File: src/rtl/decoder_n_scan_if.sv
// Bus bundle for decoder_n_scan: control/select inputs and registered decode outputs.
interface decoder_n_scan_if #(
    parameter int unsigned N = 2
) ();
    logic              e;
    logic              mode;
    logic [N-1:0]      I;
    logic [(1<<N)-1:0] y;
    logic [N-1:0]      idx;
    logic              wrap;

    modport master (output e, mode, I, input y, idx, wrap);
    modport slave  (input e, mode, I, output y, idx, wrap);
endinterface

File: src/rtl/decoder_n_scan.sv
// Registered N-to-2^N one-hot decoder with a direct mode and a self-timed scan mode
// that strobes each line for DWELL cycles and pulses wrap when the walk returns to line 0.
module decoder_n_scan #(
    parameter int unsigned N          = 2,
    parameter int unsigned DWELL      = 4,
    parameter int unsigned ACTIVE_LOW = 0
) (
    input  logic              clk,
    input  logic              rst,
    decoder_n_scan_if.slave   bus
);
    localparam int unsigned W    = 1 << N;
    localparam int unsigned CntW = (DWELL > 1) ? $clog2(DWELL) : 1;
    localparam logic [CntW-1:0] CntLast  = CntW'(DWELL - 1);
    localparam logic [W-1:0]    Inactive = {W{ACTIVE_LOW != 0}};

    typedef enum logic [1:0] {StOff, StDirect, StScan} state_e;

    state_e          state_q, state_d;
    logic [N-1:0]    idx_q, idx_d;
    logic [CntW-1:0] cnt_q, cnt_d;
    logic [W-1:0]    y_q, y_d;
    logic            wrap_q, wrap_d;
    logic [W-1:0]    onehot;

    always_ff @(posedge clk) begin
        if (rst) begin
            state_q <= StOff;
            idx_q   <= '0;
            cnt_q   <= '0;
            y_q     <= Inactive;
            wrap_q  <= 1'b0;
        end else begin
            state_q <= state_d;
            idx_q   <= idx_d;
            cnt_q   <= cnt_d;
            y_q     <= y_d;
            wrap_q  <= wrap_d;
        end
    end

    always_comb begin
        state_d = state_q;
        idx_d   = idx_q;
        cnt_d   = '0;
        wrap_d  = 1'b0;
        if (!bus.e) begin
            state_d = StOff;
        end else if (!bus.mode) begin
            state_d = StDirect;
            idx_d   = bus.I;
        end else if (state_q != StScan) begin
            // Scan entry: load start line, dwell restarts from 0.
            state_d = StScan;
            idx_d   = bus.I;
        end else if (cnt_q == CntLast) begin
            idx_d  = idx_q + N'(1);
            wrap_d = (idx_q == {N{1'b1}});
        end else begin
            cnt_d = cnt_q + CntW'(1);
        end

        onehot = W'(1) << idx_d;
        if (state_d == StOff) begin
            y_d = Inactive;
        end else begin
            y_d = (ACTIVE_LOW != 0) ? ~onehot : onehot;
        end
    end

    assign bus.y    = y_q;
    assign bus.idx  = idx_q;
    assign bus.wrap = wrap_q;
endmodule
File: src/flat_wrapper.sv
// flat-port wrapper written by rule: the top's interface ports become plain ports
module decoder_n_scan_flat 
#(
    parameter int unsigned N          = 2,
    parameter int unsigned DWELL      = 4,
    parameter int unsigned ACTIVE_LOW = 0
)
  (clk, rst, bus_e, bus_mode, bus_I, bus_y, bus_idx, bus_wrap);
  decoder_n_scan_if #(.N(N)) bus_i ();
  input  logic clk;
  input  logic rst;
  input wire logic [$bits(bus_i.e)-1:0] bus_e;
  input wire logic [$bits(bus_i.mode)-1:0] bus_mode;
  input wire logic [$bits(bus_i.I)-1:0] bus_I;
  output wire logic [$bits(bus_i.y)-1:0] bus_y;
  output wire logic [$bits(bus_i.idx)-1:0] bus_idx;
  output wire logic [$bits(bus_i.wrap)-1:0] bus_wrap;
  assign bus_i.e = bus_e;
  assign bus_i.mode = bus_mode;
  assign bus_i.I = bus_I;
  assign bus_y = bus_i.y;
  assign bus_idx = bus_i.idx;
  assign bus_wrap = bus_i.wrap;
  decoder_n_scan #(.N(N), .DWELL(DWELL), .ACTIVE_LOW(ACTIVE_LOW)) u_core (.clk(clk), .rst(rst), .bus(bus_i));
endmodule
File: config.mk
export PLATFORM = sky130hd
export DESIGN_NAME = decoder_n_scan_flat
export DESIGN_NICKNAME = d
export VERILOG_FILES = /design/src/rtl/decoder_n_scan_if.sv /design/src/rtl/decoder_n_scan.sv /design/src/flat_wrapper.sv
export SDC_FILE = /design/constraint.sdc
export NUM_CORES = 1
export LEC_CHECK = 0
export CAP_MARGIN = 20
export CORE_AREA = 10 10 47 49
export DETAILED_ROUTE_END_ITERATION = 8
export DIE_AREA = 0 0 57 59
export GPL_TIMING_DRIVEN = 0
export SLEW_MARGIN = 10
export SYNTH_ARGS = -nofsm -noshare
export SYNTH_HDL_FRONTEND = slang
export SYNTH_SLANG_ARGS = --single-unit
File: constraint.sdc
create_clock -name clk -period 3.5 [get_ports clk]
set_input_delay 1.05 -clock clk [delete_from_list [all_inputs] [get_ports clk]]
set_output_delay 1.05 -clock clk [all_outputs]
set_load 0.02 [all_outputs]
After elaboration in Yosys (flattened, before gate mapping)
Cells that the tools add are included.
{"block": "op_classes", "n_addsub": 2, "eq_ne": 3, "shift": 1, "mux": 7, "n_bitwise": 3, "reduce_logical": 4}
{"cell": "2-to-1 mux 2 bit", "n": 7}
{"cell": "OR reduction 5 bit", "n": 2}
{"cell": "adder 2 x 1 -> 2 bit (second input constant)", "n": 2}
{"cell": "equality test 2 bit (second input constant)", "n": 2}
{"cell": "<< shifter 1 x 2 -> 4 bit (first input constant)", "n": 1}
{"cell": "inverter 1 bit", "n": 3}
{"cell": "zero test 2 bit", "n": 1}
{"cell": "!= test 2 bit (second input constant)", "n": 1}
{"cell": "OR reduction 2 bit", "n": 1}
{"block": "totals", "ff_bits": 11, "in_bits": 6, "output_inout_bits": 7, "wordCells": 25}

Logic depth before layout (Yosys ltp)
{"block": "logic_depth", "depth_word": 6, "mapped_depth": 4, "mapped_depth_nobuf": 4}

Worst setup path after synthesis
Ideal clock, no wire load.
{"block": "synth_timing", "path_type": "input port to flip-flop", "start": "input bus_mode", "end": "register u_core.y_q[2] (netlist: u_core.bus.y[2])", "setup_time_ps": 117, "arrival_time_ps": 1817, "required_time_ps": 3383, "slack_ps": 1566, "cell_stages": 4, "n_path_buf": 1, "cell_sequence": "and3b_1 -> buf_6 -> mux2_4 -> and4b_1"}
{"block": "synth_between", "elab_chain_len": 4, "word_cells_on_any_way": 7, "cone_classes": "1 x shift; 4 x mux; 2 x reduce/logical"}
{"element": "start, declared", "line_no": "flat_wrapper.sv:13", "source": "input wire logic [$bits(bus_i.mode)-1:0] bus_mode;"}
{"element": "2-to-1 mux 2 bit", "line_no": "decoder_n_scan.sv:49", "source": "end else if (!bus.mode) begin"}
{"element": "2-to-1 mux 2 bit", "line_no": "decoder_n_scan.sv:47", "source": "if (!bus.e) begin"}
{"element": "zero test 2 bit", "line_no": "decoder_n_scan.sv:64", "source": "if (state_d == StOff) begin"}
{"element": "OR reduction 2 bit (no source line)"}
{"element": "end signal, assigned", "line_no": "decoder_n_scan.sv:31", "source": "y_q <= Inactive;"}
{"element": "end signal, assigned", "line_no": "decoder_n_scan.sv:37", "source": "y_q <= y_d;"}
{"element": "end, declared", "line_no": "decoder_n_scan.sv:22", "source": "logic [W-1:0] y_q, y_d;"}
Several ways; a longest one is shown, not always the timed one.
A chain may end at the register's enable or synchronous reset.

Final worst setup path
{"block": "layout_timing", "start": "register u_core.idx_q[0] (netlist: u_core.bus.idx[0])", "end": "output bus_idx[0]"}
{"element": "start, declared", "line_no": "decoder_n_scan.sv:20", "source": "logic [N-1:0] idx_q, idx_d;"}
{"element": "start signal, assigned", "line_no": "decoder_n_scan.sv:35", "source": "idx_q <= idx_d;"}
{"element": "end, declared", "line_no": "flat_wrapper.sv:16", "source": "output wire logic [$bits(bus_i.idx)-1:0] bus_idx;"}
No word-level cell between the ends.

==> results.py <==
metrics = {
    "run_status": {
        "outcome": "finished clean",
    },
    "setup_path": {
        "cp-end-kind": "output port",
        "worstReg2RegStart": "u_core.cnt_q[0]$_SDFF_PP0_",
        "path_cells": "clkdlybuf4s50_1",
        "ff2ff_setup_slack_ns": 1.99,
        "worst-setup-path-type": "reg2out",
        "crit_buf_inv": 1,
        "start_kind": "flop",
        "cp_slowest_cell": "clkdlybuf4s50_1",
        "cp_max_fo": 5,
        "max_stage_delay_ns": 0.63,
        "r2r_cells": 4,
        "worst_path_dominant_cell_family": "buffers and inverters",
        "cp.arrival_ns": 1.28,
        "r2r_end": "u_core.bus.y[2]$_SDFF_PP0_",
        "crit_required_ns": 2.45,
    },
    "global_routing": {
        "grt.total_usage_pct": 6.35,
        "grt_pass1_vias": 385,
        "grt_max_degree": 10,
        "grt_pass1_wl_um": 1660,
        "grt-ovfl-total": 0,
        "antenna_found_initial": 0,
    },
    "timing": {
        "max_freq_ghz": 0.429,
        "whs_ns": 0.467,
        "setup_violations": 0,
        "rsz0062_at_grt": "no",
        "fin_crit_sh_pct": 66.6,
        "setup_ws_ns": 1.17,
        "finalClockSkew_ns": 0.00569,
        "hold_viol_final": 0,
        "setup-tns-final_ns": 0,
        "tightest_slew_ns": 0.375,
        "maxSlewViolCount": 0,
        "slew_headroom_pct": 75.0,
        "fin_crit_ns": 2.33,
    },
    "routing": {
        "viasPerCell": 4.97,
        "wl_per_cell_um": 12.2,
        "wirelength_um": 937,
        "ant_nets": 0,
        "drtPass1Iterations": 2,
        "dr_total_vias": 383,
        "drc_errors": 0,
        "drtIter0Drc": 1,
    },
    "cts": {
        "post-cts-setup-buffer-count": 0,
        "hold_buffers": 0,
        "cts_buffer_depth": 2,
        "numCtsBuffers": 3,
        "clockRootBuffer": "clkbuf_4",
        "htree_levels": 1,
        "clk_latency_ns": 0.27,
        "cts-resized-gates": 0,
        "path_clk_slew_ns": 0.07,
        "cts_tree": "built",
        "cts_sinks": 11,
    },
    "finish": {
        "diodes": 0,
        "finalNetCount": 71,
        "syn2layout_area_growth_pct": 34.4,
        "drive_gt1_share_pct": 13.1,
    },
    "synth": {
        "synth.largest_area_cell": "dfxtp_1",
        "syn_area_um2": 484,
        "synth_area_leaders": "dfxtp_1, ha_1, and4b_1",
        "synthArstFlopShare_pct": 0,
        "synth_edf_count": 0,
        "synth_top_area_share_pct": 45.5,
        "ys_seq_area_share_pct": 45.5,
        "ys_warn_count": 0,
        "synth_cell_types": 24,
        "syn_avg_cell_area_um2": 10.8,
        "synth_common_cells": "dfxtp_1, ha_1, nor2b_1",
        "synth_most_common_cell": "dfxtp_1",
        "yosys_register_bits": 11,
        "synthCells": 45,
        "syn_nets": 54,
        "synthFlopType": "dfxtp_1",
    },
    "place": {
        "gp_congestion": 0.713,
        "port_buffers": 12,
        "hpwl_um": 757,
        "dp_slack_ns": 1.01,
    },
    "die": {
        "initial_core_util_pct": 34.6,
        "die_w_um": 57,
        "io_pins": 13,
        "die_area_um2": 3360,
        "die_h_um": 59,
        "rows": 14,
        "coreArea_um2": 1400,
    },
    "min_path": {
        "hold_depth": 1,
        "hp-start": "u_core.cnt_q[0]$_SDFF_PP0_",
        "hp-class": "reg2reg",
        "holdPathEnd": "u_core.cnt_q[0]$_SDFF_PP0_",
    },
    "power": {
        "irDropWorstVdd_mv": 0.247,
        "power.total_uw": 248,
        "p_per_area_nw_per_um2": 381,
        "p_leak_uw": 0.000259,
    },
    "flow_run": {
        "maxCapViolations": 0,
    },
}
[power breakdown]
group | leakage [µW] | total [µW] | internal, µW | switching [µW]
Sequential | 0.0000896 | 131 | 129 | 2.23
Combinational | 0.000154 | 31.9 | 17.1 | 14.8
Clock | 0.0000150 | 84.5 | 44.1 | 40.4
[metrics by stage]
| stage | area, µm² | std cells | util, % |
|---|---|---|---|
| after floorplan | 484 | 45 | - |
| after global placement | 624 | 73 | 44.6 |
| after detailed placement | 624 | 73 | 44.6 |
| after CTS | 651 | 77 | 46.4 |
| after global routing | 651 | 77 | 46.4 |
| final | 651 | 77 | 46.4 |
[worst reg2reg max path, cell delays in order, from the launching register on]
cell and delay [ns]:
dfxtp_1 0.35, ha_1 0.23, mux2_2 0.36, mux2_4 0.27, and4b_1 0.20
[final cells by class]
| type | instances | area [µm²] |
|---|---|---|
| Inverter | 2 | 7.51 |
| Fill cell | 152 | 751 |
| Multi-Input combinational cell | 30 | 241 |
| Buffer | 2 | 15.0 |
| Tap cell | 16 | 20.0 |
| Clock buffer | 4 | 26.3 |
| Timing Repair Buffer | 12 | 120 |
| Sequential cell | 11 | 220 |
[cell families after synthesis]
kind of cell             after synthesis  share of synthesized area [%]
AND/OR/NAND/NOR                       17                           23.3
flip-flops                            11                           45.5
AO/OA/AOI/OAI                          7                           11.4
buffers and inverters                  4                           4.65
multiplexers                           3                           7.49
adder cells (fa/ha/maj)                3                           7.75
[flip-flops by register name (all words and copies together) (netlist names)]
name and count:
u_core.state_q 2, u_core.bus.wrap 1, u_core.bus.idx 2, u_core.cnt_q 2, u_core.bus.y 4
[metal layers]
| layer | up-vias | GRT usage, % | share of wire, % |
|---|---|---|---|
| li1 | 196 | - | - |
| met2 | 11 | 10.1 | 48 |
| met3 | 2 | 5.58 | 11 |
| met4 | 0 | 3.02 | 1.7 |
| met5 | - | 0 | 0 |
| met1 | 174 | 5.56 | 39 |
[worst max path at each step]
stage                                             from                    endpoint  slack [ns]  depth (start not counted)
after floorplan                               bus_mode  u_core.bus.y[2]$_SDFF_PP0_        1.57                          4
after global placement                        bus_mode  u_core.bus.y[2]$_SDFF_PP0_        1.01                          5
after detailed placement                      bus_mode  u_core.bus.y[2]$_SDFF_PP0_        1.01                          5
after CTS                 u_core.bus.idx[0]$_SDFF_PP0_                  bus_idx[0]        1.14                          1
after global routing      u_core.bus.idx[1]$_SDFF_PP0_                  bus_idx[1]        1.10                          1
final                     u_core.bus.idx[0]$_SDFF_PP0_                  bus_idx[0]        1.17                          1
[placed cells by master (no fill, tap or decap)]
| cell | count |
|---|---|
| clkdlybuf4s50_1 | 12 |
| dfxtp_1 | 11 |
| nor2b_1 | 3 |
| ha_1 | 3 |
| clkbuf_4 | 3 |
| inv_1 | 2 |
| nand3b_1 | 2 |
| clkbuf_1 | 2 |
| nor4_1 | 2 |
| and3b_1 | 2 |
| a31oi_1 | 2 |
| and4b_1 | 2 |
| nor2_1 | 2 |
| nand2b_1 | 1 |
| buf_6 | 1 |
| nand4_1 | 1 |
| nand2_1 | 1 |
| nor3_1 | 1 |
| o21ai_1 | 1 |
| a31oi_2 | 1 |
| mux2_2 | 1 |
| mux2i_1 | 1 |
| a211oi_1 | 1 |
| a21oi_1 | 1 |
| mux2_4 | 1 |
| a211oi_2 | 1 |
No activity file was read; power rests on OpenSTA's default activity.
